## config.mk

```make
export PLATFORM = sky130hd
export DESIGN_NAME = vga_sync_decoder
export DESIGN_NICKNAME = d
export VERILOG_FILES = /design/src/rtl/vga_sync_decoder_pkg.sv /design/src/rtl/vga_sync_decoder_edge.sv /design/src/rtl/vga_sync_decoder.sv
export SDC_FILE = /design/constraint.sdc
export NUM_CORES = 1
export LEC_CHECK = 0
export ABC_AREA = 1
export CORE_UTILIZATION = 28
export CTS_CLUSTER_DIAMETER = 80
export DETAILED_ROUTE_END_ITERATION = 10
export GPL_TIMING_DRIVEN = 0
export PLACE_DENSITY = 0.55
export SLEW_MARGIN = 20
export SYNTH_ARGS = -nofsm -noshare
export SYNTH_HDL_FRONTEND = slang
export SYNTH_SLANG_ARGS = --single-unit
```

## constraint.sdc

```tcl
create_clock -name clk -period 2 [get_ports clk]
set_input_delay 0.5 -clock clk [delete_from_list [all_inputs] [get_ports clk]]
set_output_delay 0.5 -clock clk [all_outputs]
set_load 0.02 [all_outputs]
```

## src/rtl/vga_sync_decoder_pkg.sv

```systemverilog
// ---------------------------------------------------------------------------
// | vga_sync_decoder_pkg                                                    |
// | Shared counter width, saturation value, FSM states and helpers for the  |
// | VGA sync decoder.                                                       |
// | Revision: 1.0                                                           |
// ---------------------------------------------------------------------------
`default_nettype none

package vga_sync_decoder_pkg;

  localparam int CNT_W = 10;
  localparam logic [CNT_W-1:0] CNT_SAT = 10'h3FF;

  typedef enum logic [1:0] {
    ST_SEARCH  = 2'd0,
    ST_MEASURE = 2'd1,
    ST_VERIFY  = 2'd2,
    ST_LOCKED  = 2'd3
  } dec_state_t;

  function automatic logic [CNT_W-1:0] sat_inc(input logic [CNT_W-1:0] v);
    return (v == CNT_SAT) ? v : v + 1'b1;
  endfunction

endpackage

`default_nettype wire

```

## src/rtl/vga_sync_decoder_edge.sv

```systemverilog
// ---------------------------------------------------------------------------
// | vga_sync_edge                                                           |
// | Two-register sync sampler with polarity-aware assertion-edge pulse.     |
// | Revision: 1.0                                                           |
// ---------------------------------------------------------------------------
`default_nettype none

module vga_sync_edge #(
  parameter logic ACT = 1'b0
) (
  input  logic clk,
  input  logic rst,
  input  logic sync_in,
  output logic assert_pulse
);

  logic r_q1;
  logic r_q2;

  // Preset to the inactive level so a sync already active at reset release
  // still produces one assertion edge.
  always_ff @(posedge clk) begin
    if (rst) begin
      r_q1 <= ~ACT;
      r_q2 <= ~ACT;
    end else begin
      r_q1 <= sync_in;
      r_q2 <= r_q1;
    end
  end

  assign assert_pulse = (r_q1 == ACT) && (r_q2 != ACT);

endmodule

`default_nettype wire

```

## src/rtl/vga_sync_decoder.sv

```systemverilog
// ---------------------------------------------------------------------------
// | vga_sync_decoder                                                        |
// | Measures incoming HS/VS timing, regenerates HCOUNT/VCOUNT, LOCKED, DE.  |
// | Optional: define VGA_DEC_ERRCNT_EN to add the ERRCNT lock-loss counter. |
// | Revision: 1.0                                                           |
// ---------------------------------------------------------------------------
`default_nettype none

module vga_sync_decoder
  import vga_sync_decoder_pkg::*;
#(
  parameter logic [CNT_W-1:0] H_SYNC_START = 10'd3,
  parameter logic [CNT_W-1:0] V_SYNC_START = 10'd3,
  parameter logic [CNT_W-1:0] H_DISPLAY    = 10'd1,
  parameter logic [CNT_W-1:0] V_DISPLAY    = 10'd1,
  parameter logic             HS_ACT       = 1'b0,
  parameter logic             VS_ACT       = 1'b0,
  parameter logic [3:0]       LOCK_FRAMES  = 4'd2
) (
  input  logic             clk,
  input  logic             rst,
  input  logic             vga_hs,
  input  logic             vga_vs,
  output logic [CNT_W-1:0] hcount,
  output logic [CNT_W-1:0] vcount,
  output logic [CNT_W-1:0] htotal,
  output logic [CNT_W-1:0] vtotal,
  output logic             locked,
  output logic             de
`ifdef VGA_DEC_ERRCNT_EN
  ,
  output logic [7:0]       errcnt
`endif
);

  logic w_hs_edge;
  logic w_vs_edge;

  vga_sync_edge #(.ACT(HS_ACT)) u_hs_edge (
    .clk          (clk),
    .rst          (rst),
    .sync_in      (vga_hs),
    .assert_pulse (w_hs_edge)
  );

  vga_sync_edge #(.ACT(VS_ACT)) u_vs_edge (
    .clk          (clk),
    .rst          (rst),
    .sync_in      (vga_vs),
    .assert_pulse (w_vs_edge)
  );

  dec_state_t       r_state;
  dec_state_t       w_state_nxt;
  logic [3:0]       r_match;
  logic [3:0]       w_match_nxt;
  logic [CNT_W-1:0] r_hcount;
  logic [CNT_W-1:0] r_vcount;
  logic [CNT_W-1:0] r_htotal;
  logic [CNT_W-1:0] r_vtotal;
  logic [CNT_W-1:0] r_len;
  logic [CNT_W-1:0] r_line_cnt;
  logic [CNT_W-1:0] r_meas_h;
  logic             r_meas_valid;
  logic             r_de;
  logic [CNT_W-1:0] w_hcount_nxt;
  logic [CNT_W-1:0] w_vcount_nxt;
  logic             w_timeout;
  logic             w_line_bad;
  logic             w_frame_bad;

  always_comb begin
    w_hcount_nxt = w_hs_edge ? H_SYNC_START : sat_inc(r_hcount);
    w_vcount_nxt = r_vcount;
    if (w_vs_edge)
      w_vcount_nxt = V_SYNC_START;
    else if (w_hs_edge)
      w_vcount_nxt = sat_inc(r_vcount);
    // An HS edge on the saturated cycle is a recovery, not a timeout.
    w_timeout   = (r_hcount == CNT_SAT) && !w_hs_edge;
    w_line_bad  = w_hs_edge && (r_len != r_htotal);
    w_frame_bad = w_vs_edge && (r_line_cnt != r_vtotal);
  end

  always_comb begin
    w_state_nxt = r_state;
    w_match_nxt = r_match;
    case (r_state)
      ST_SEARCH: begin
        if (w_vs_edge)
          w_state_nxt = ST_MEASURE;
      end
      ST_MEASURE: begin
        if (w_vs_edge) begin
          if (r_meas_valid) begin
            w_match_nxt = 4'd1;
            w_state_nxt = (LOCK_FRAMES <= 4'd1) ? ST_LOCKED : ST_VERIFY;
          end else begin
            w_state_nxt = ST_SEARCH;
          end
        end
      end
      ST_VERIFY, ST_LOCKED: begin
        if (w_line_bad || w_frame_bad) begin
          w_state_nxt = ST_SEARCH;
        end else if (w_vs_edge) begin
          w_match_nxt = (r_match == 4'hF) ? r_match : r_match + 4'd1;
          if (w_match_nxt >= LOCK_FRAMES)
            w_state_nxt = ST_LOCKED;
        end
      end
      default: w_state_nxt = ST_SEARCH;
    endcase
    if (w_timeout)
      w_state_nxt = ST_SEARCH;
  end

  always_ff @(posedge clk) begin
    if (rst) begin
      r_state      <= ST_SEARCH;
      r_match      <= 4'd0;
      r_hcount     <= '0;
      r_vcount     <= '0;
      r_htotal     <= '0;
      r_vtotal     <= '0;
      r_len        <= '0;
      r_line_cnt   <= '0;
      r_meas_h     <= '0;
      r_meas_valid <= 1'b0;
      r_de         <= 1'b0;
    end else begin
      r_state  <= w_state_nxt;
      r_match  <= w_match_nxt;
      r_hcount <= w_hcount_nxt;
      r_vcount <= w_vcount_nxt;
      r_len    <= w_hs_edge ? {{(CNT_W-1){1'b0}}, 1'b1} : sat_inc(r_len);
      // Lines per frame: an HS edge coinciding with VS belongs to the new frame.
      if (w_vs_edge)
        r_line_cnt <= {{(CNT_W-1){1'b0}}, w_hs_edge};
      else if (w_hs_edge)
        r_line_cnt <= sat_inc(r_line_cnt);
      if (r_state != ST_MEASURE) begin
        r_meas_valid <= 1'b0;
      end else if (w_hs_edge && !r_meas_valid) begin
        r_meas_h     <= r_len;
        r_meas_valid <= 1'b1;
      end
      if ((r_state == ST_MEASURE) &&
          ((w_state_nxt == ST_VERIFY) || (w_state_nxt == ST_LOCKED))) begin
        r_htotal <= r_meas_h;
        r_vtotal <= r_line_cnt;
      end
      r_de <= (w_state_nxt == ST_LOCKED) && (w_hcount_nxt < H_DISPLAY) &&
              (w_vcount_nxt < V_DISPLAY);
    end
  end

`ifdef VGA_DEC_ERRCNT_EN
  logic       w_drop;
  logic [7:0] r_errcnt;

  assign w_drop = (r_state == ST_LOCKED) && (w_state_nxt == ST_SEARCH);

  always_ff @(posedge clk) begin
    if (rst)
      r_errcnt <= 8'd0;
    else if (w_drop && (r_errcnt != 8'hFF))
      r_errcnt <= r_errcnt + 8'd1;
  end

  assign errcnt = r_errcnt;
`endif

  assign hcount = r_hcount;
  assign vcount = r_vcount;
  assign htotal = r_htotal;
  assign vtotal = r_vtotal;
  assign locked = (r_state == ST_LOCKED);
  assign de     = r_de;

endmodule

`default_nettype wire

```

# After elaboration in Yosys (flattened, before gate mapping)
# Cells that the tools add are included.
# op_classes
n_addsub	5
magnitude_cmp	3
eq_ne	19
mux	24
bitwise	4
reduce_logical	24
# ops
cell	count
two-way mux 10 bit	5
adder 10 x 1 -> 10 bit (second input constant)	4
== test 10 bit (second input constant)	4
< comparator 10 x 1 -> 1 bit (second input constant)	2
two-way mux 4 bit	5
inequality test 10 bit	2
two-way mux 2 bit	7
inequality test 2 bit (second input constant)	6
logical AND 1 bit	9
== test 2 bit (second input constant)	4
case mux 4 bit (2 select lines)	1
OR reduction 2 bit	4
case mux 2 bit (3 select lines)	1
AND reduction 2 bit	3
two-way mux 1 bit	5
AND reduction 5 bit	1
adder 4 x 1 -> 4 bit (second input constant)	1
== test 4 bit (second input constant)	1
>= comparator 4 x 2 -> 1 bit (second input constant)	1
NOT 1 bit	4
nonzero test 2 bit	2
== test 2 x 1 -> 1 bit (second input constant)	1
zero test 1 bit	2
zero test 2 bit	1
other kinds (2)	3
# totals
regBits	82
input_bits	4
output_inout_bits	42
elab_cells	96

# Depth between registers and ports, before layout
# Gate-level depths: netlist (run 1).
# depth
depth_word	11
mapped_depth	13

# Modules after synthesis
# A second synthesis (run 1) with hierarchy kept.
# unflattened
hier_cells	651
hier_area_um2	4207.8
# modules_own_cells
mod	n_inst	cells_per_inst	area_per_inst_um2
vga_sync_decoder	1	633	4075.2
vga_sync_edge	2	9	66.3

# Worst setup path before layout (run 1)
# No wires, ideal clock.
# synth_path
path_type	reg-to-reg
startpoint	reg r_vcount[1], in the netlist vcount[1]
endpoint	reg r_de, in the netlist de
setup_ns	0.111
arrival_time_ns	1.690
path_slack_ns	0.198
stages_incl_launch_ff	11
path_buffers	0
synth_period_minus_slack_ns	1.802
cell_sequence	dfxtp_1 > ha_1 > nand2_1 > inv_1 > nand4_4 > nand2_1 > nor2_1 > xnor2_1 > or2_2 > nand3_1 > nor2_1
# synth_via
elab_chain_len	6
word_cells_on_any_way	7
cone_classes	add/sub (1); order compare (1); eq/ne (1); mux (3); reduce/logical (1)
# synth_rtl
element	line_no	rtl
from (decl)	vga_sync_decoder.sv:58	logic [CNT_W-1:0] r_vcount;
from (signal assigned)	vga_sync_decoder.sv:135	r_vcount <= w_vcount_nxt;
adder 10 x 1 -> 10 bit or == test 10 bit (tied branches)	vga_sync_decoder_pkg.sv:22	return (v == CNT_SAT) ? v : v + 1'b1;
two-way mux 10 bit	vga_sync_decoder_pkg.sv:22	
two-way mux 10 bit *	vga_sync_decoder.sv:77	else if (w_hs_edge)
two-way mux 10 bit *	vga_sync_decoder.sv:75	if (w_vs_edge)
< comparator 10 x 1 -> 1 bit *	vga_sync_decoder.sv:154	(w_vcount_nxt < V_DISPLAY);
logical AND 1 bit *	vga_sync_decoder.sv:153	r_de <= (w_state_nxt == ST_LOCKED) && (w_hcount_nxt < H_DISPLAY) &&
to (signal assigned)	vga_sync_decoder.sv:153	
to (decl)	vga_sync_decoder.sv:65	logic r_de;
# Mark *: on every way between the ends. The rest lies on a longest branch, timed or not.
# A chain may end at the register's enable or synchronous reset.

# Worst setup path in the final report (run 1)
# layout_path
startpoint	reg r_htotal[2], in the netlist htotal[2]
endpoint	out htotal[2]
# layout_rtl
element	line_no	rtl
from (decl)	vga_sync_decoder.sv:59	logic [CNT_W-1:0] r_htotal;
from (signal assigned)	vga_sync_decoder.sv:150	r_htotal <= r_meas_h;
to (decl)	vga_sync_decoder.sv:26	output logic [CNT_W-1:0] htotal,
# No word-level cell between the ends.

==> results of run 1 <==
[per-stage QoR]
stage | cells | setup WS [ns]
3_5_place_dp | 818 | -0.2571
2_1_floorplan | 589 | 0.1983
4_1_cts | 834 | 0.02735
6_report | 834 | 0.07151
5_1_grt | 834 | -0.05058
3_3_place_gp | 818 | -0.2406
[synthesized netlist by cell type (5+ instances only)]
cell      count
nor2_1       61
nand4_1      12
nand2_2       8
a21oi_1      52
dfxtp_1      82
nand3_1      50
nand2_1     111
xor2_1        8
buf_2         5
o21ai_0      40
nor3_1        9
clkbuf_1      8
inv_1        77
xnor2_1       9
o21ai_1      11
ha_1          6
[final timing paths]
| path | endpoint | slack, ns | depth (start not counted) |
|---|---|---|---|
| hold reg to reg | u_vs_edge.r_q2 | 0.43 | 2 |
| setup reg to reg | de | 0.11 | 11 |
| setup / recovery | htotal[2] | 0.07 | 1 |
| hold / removal | u_vs_edge.r_q2 | 0.43 | 2 |
[sequential cells by signal (all words and copies together), names as in the netlist]
signal / cells
de: 1
hcount: 10
htotal: 10
r_len: 10
r_line_cnt: 10
r_match: 4
r_meas_h: 10
r_meas_valid: 1
r_state: 2
u_hs_edge.r_q1: 1
u_hs_edge.r_q2: 1
u_vs_edge.r_q1: 1
u_vs_edge.r_q2: 1
vcount: 10
vtotal: 10
[power breakdown]
group          internal (W)  switching [W]
Combinational      0.000178       0.000308
Clock              0.000850       0.000677
Sequential          0.00169      0.0000556
Total               0.00272        0.00104
[cells by family after synthesis]
group,count (synthesis),synth area share (%)
AOI/OAI and AO/OA,114,14.40
xor gates and xnor gates,17,3.601
adders and majority gates,6,1.815
buffers and inverters,96,9.107
DFF,82,39.70
and+or+nand+nor,274,31.38
[layer usage]
metal / part of all wire (%) / vias to the layer above / wire (um)
met4: 1.4 / 0 / 159
met3: 4.3 / 13 / 477
met1: 49 / 1835 / 5387
li1: - / 2024 / -
met2: 46 / 106 / 5080
met5: 0 / - / 0
[final cells by class]
type / count / area, um^2
fill: 1540 / 9354
multi-input combinational: 411 / 2143
sequential: 82 / 1645
timing repair buffer: 45 / 454.2
inverter: 80 / 305.3
clock buffer: 13 / 240.2
tap: 184 / 230.2
buffer: 16 / 81.33
clock inverter: 3 / 25.02
[layout by cell type (no fill, tap or decap), drive strengths merged, types with 8 or more instances in the layout]
cell / netlist / final
nor2: 67 / 67
dfxtp: 82 / 82
nor3: 12 / 12
inv: 77 / 78
nand4: 13 / 13
xnor2: 9 / 9
nand3: 52 / 52
clkdlybuf4s50: 0 / 42
xor2: 8 / 8
a21oi: 52 / 52
o21ai: 51 / 51
clkbuf: 9 / 24
nand2: 121 / 121
[worst min-delay path, delay by kind of cell, from the launching register on]
kind                   cells  cell delay [ns]
DFF                        1             0.31
and+or+nand+nor            1             0.05
buffers and inverters      1             0.05
[what timing repair did]
action,in CTS,in global routing
hold buffers,0,0
setup endpoints to repair,1,27
resized for setup,2,17
pin swaps,0,1
==> results.cfg, run 1 <==
[cells_and_area]
layout.nets = 655
final_core_util_pct = 35.40
n_antenna_cell = 0
areaGrowthSynthToFinish_pct = 23.93
layout-drive-gt1-share_pct = 9.231
final_area_um2 = 5125

[detailed_routing]
drc = 0
wl_per_cell_um = 13.31
drtIter0Drc = 244
first_pass_iters = 5
vias = 3978
vias_per_cell = 4.770
wl_mm = 11.10
detail-route-antenna-nets = 0

[min_path]
hold_class = reg -> reg
hold_path_startpoint = u_vs_edge.r_q1

[global_route]
grt_usage_pct = 15.29
gr-total-overflow = 0
grtUsageMet3_pct = 3.183
grt_pass1_vias = 3650
use_met2_pct = 24.62
top_usage_layer = met2
antenna_found_initial = 0
grt_pass1_wl_mm = 17.99
grt_max_degree = 14
grt_use_met1_pct = 20.26

[cts]
cts.sinks = 82
h-tree-depth = 3
postCtsSetupBuffers = 0
insertion_delay_ns = 0.34
clk_pin_slew_worst_paths_ns = 0.06
root_buffer = clkbuf_16
cts.path.max_buffers = 2
numCtsBuffers = 9
cts_tree = built

[synthesis]
synth_top_cells_by_area = dfxtp_1 (40%), nand2_1 (10%), inv_1 (7.0%), a21oi_1 (6.3%), nand3_1 (6.1%)
yosys.area.top_type = dfxtp_1
synth_top_area_share_pct = 39.70
syn_avg_cell_area_um2 = 7.021
synthCells = 589
syn_nets = 599
yosys_most_used_dff = dfxtp_1
yosysWarningCount = 0
async_flop_share_pct = 0
synth_cell_types = 40
synth_edf_count = 0
yosys_register_bits = 82
ys_seq_area_share_pct = 39.70
netlist_area_um2 = 4135

[die]
pin_count = 46
coreArea_um2 = 14480
die_h_um = 123.5
start_util_pct = 28.56
fp-row-count = 44
die_w_um = 123.5
dieArea_um2 = 15260

[worst_setup_path]
cp-startpoint = htotal[2]
worstPathArrival_ns = 1.43
crit_type = reg -> out
startpoint_type = flop
critPathCaptureType = output port
required_ns = 1.50
cp_slowest_stage_delay_ns = 0.65
path_buf_inv = 1
slowest_stage = clkdlybuf4s50_1
cp_max_fo = 4
crit_family = buffers and inverters
path_cells = clkdlybuf4s50_1
r2r-start = r_match[0]

[power_and_ir_drop]
p_leak_nw = 2.096
power_density_nw_per_um2 = 733.8
p_total_w = 0.003761
ir_worst_vdd_mv = 0.4393

[sta]
finClkSkew_ns = 0.009978
finalHoldViolCount = 0
setup_viol = 0
hold_ws_ns = 0.4302
drv_slew = 0
fin_crit_ns = 1.928
grt_setup_unrepaired = yes
slew_headroom_pct = 64.77
fmax_mhz = 518.5
post-route-period-util_pct = 96.42
tightestPinTransition_ns = 0.5285
fin_setup_tns_ns = 0

[flow_run]
cap_violations = 0

[place]
gp_congestion = 0.8590
hpwl_mm = 8.068
place_area_um2 = 4816
portBuffers = 45

[run_status]
run_status = finished clean
Power figures use the tool's default switching activity.
==> inputs of run 2 (changes only) <==
==> constraint.sdc (replaced) <==
create_clock -name clk -period 1.94 [get_ports clk]
set_input_delay 0.485 -clock clk [delete_from_list [all_inputs] [get_ports clk]]
set_output_delay 0.485 -clock clk [all_outputs]
set_load 0.02 [all_outputs]
==> results.cfg, run 2 (same netlist as run 1, synthesis figures left out) <==
[cells_and_area]
n_antenna_cell = 0
mostFrequentLayoutCells = nand2_1 (110), inv_1 (74), dfxtp_1 (71), nor2_1 (56), a21oi_1 (51)
areaGrowthSynthToFinish_pct = 25.78
layout.nets = 659
layout-drive-gt1-share_pct = 12.54
final_common_cell = nand2_1
final_cells = 838

[detailed_routing]
wl_per_cell_um = 13.20
detail-route-antenna-nets = 0
drc = 0
vias_per_cell = 4.753
wl_mm = 11.06
vias = 3983
first_pass_iters = 5
drtIter0Drc = 257

[cts]
numCtsBuffers = 9
clk_pin_slew_worst_paths_ns = 0.07
root_buffer = clkbuf_16
cts_hold_buf = 0
cts.path.max_buffers = 2
h-tree-depth = 3
insertion_delay_ns = 0.34
cts_tree = built
cts.sinks = 82

[sta]
drv_slew = 0
post-route-period-util_pct = 97.82
hold_ws_ns = 0.4295
slew_headroom_pct = 64.15
fmax_mhz = 527.0
finClkSkew_ns = 0.009102
setup_viol = 0
tightestPinTransition_ns = 0.5377
grt_setup_unrepaired = yes
finalHoldViolCount = 0
fin_crit_ns = 1.898

[worst_setup_path]
crit_type = reg -> out
worstPathArrival_ns = 1.41
crit_family = buffers and inverters
cp_slowest_stage_delay_ns = 0.64
rr_endpoint = de
critPathCaptureType = output port
reg2reg_slack_ns = 0.10
r2r-start = hcount[1]
cp-startpoint = htotal[2]
ff2ff_path_depth = 13
path_buf_inv = 1
startpoint_type = flop
crit_cells = 1
endpoint = htotal[2]
slowest_stage = clkdlybuf4s50_1
path_cells = clkdlybuf4s50_1
required_ns = 1.45
cp_max_fo = 4

[global_route]
grt_pass1_wl_mm = 18.00
grt_max_degree = 14
antenna_found_initial = 0
gr-total-overflow = 0
grt_usage_pct = 15.30
grt_pass1_vias = 3653

[power_and_ir_drop]
p_leak_nw = 2.127
power_density_nw_per_um2 = 749.1
ir_worst_vdd_mv = 0.4531
p_total_w = 0.003896

[place]
dp.cells = 818
gp_congestion = 0.8590
hpwl_mm = 8.068
portBuffers = 45

[die]
die_h_um = 123.5
die_w_um = 123.5
start_util_pct = 28.56
coreArea_um2 = 14480
pin_count = 46
dieArea_um2 = 15260
fp-row-count = 44

[run_status]
run_status = finished clean

[min_path]
hold_class = reg -> reg

[flow_run]
cap_violations = 0
[run 2: area by class of cell]
type,instances,area (um^2)
Clock inverter,3,25.02
Timing Repair Buffer,49,481.7
Clock buffer,13,240.2
Sequential cell,82,1660
Fill cell,1530,9278
Inverter,80,305.3
Buffer,16,80.08
Multi-Input combinational cell,411,2178
Tap cell,184,230.2
[run 2: metrics by stage]
step                      setup WS (ns)  cell area (um^2)  TNS [ns]  utilization, %
after floorplan                  0.1383              4135         0               -
after global placement          -0.2856              4816    -9.367           33.26
after detailed placement        -0.3021              4816    -9.998           33.26
after CTS                       0.02490              5084         0           35.11
after global routing           -0.03080              5201  -0.09069           35.92
final                           0.04236              5201         0           35.92
[run 2: power by group]
group          switching [W]  internal (W)
registers          0.0000586       0.00174
logic               0.000322      0.000194
clock network       0.000700      0.000877
total                0.00108       0.00282
[run 2: worst min path at each step]
stage	depth (start not counted)	end	start
floorplan	2	u_hs_edge.r_q2	u_hs_edge.r_q1
global placement	2	u_vs_edge.r_q2	u_vs_edge.r_q1
global route	2	u_vs_edge.r_q2	u_vs_edge.r_q1
CTS	2	u_vs_edge.r_q2	u_vs_edge.r_q1
detailed placement	2	u_vs_edge.r_q2	u_vs_edge.r_q1
finish	2	u_vs_edge.r_q2	u_vs_edge.r_q1
[run 2: per-layer routing]
metal / wire, um / part of all wire, % / global-route usage, %
met4: 160 / 1.4 / 5.045
met1: 5350 / 48 / 20.29
met2: 5050 / 46 / 24.62
met3: 501 / 4.5 / 3.183
met5: 0 / 0 / 0
[run 2: what timing repair did]
item                                    in CTS  in global routing
gates resized for setup                      7                 37
endpoints found under the setup margin       7                 44
pin swaps                                    0                 10
setup buffers                                0                  4
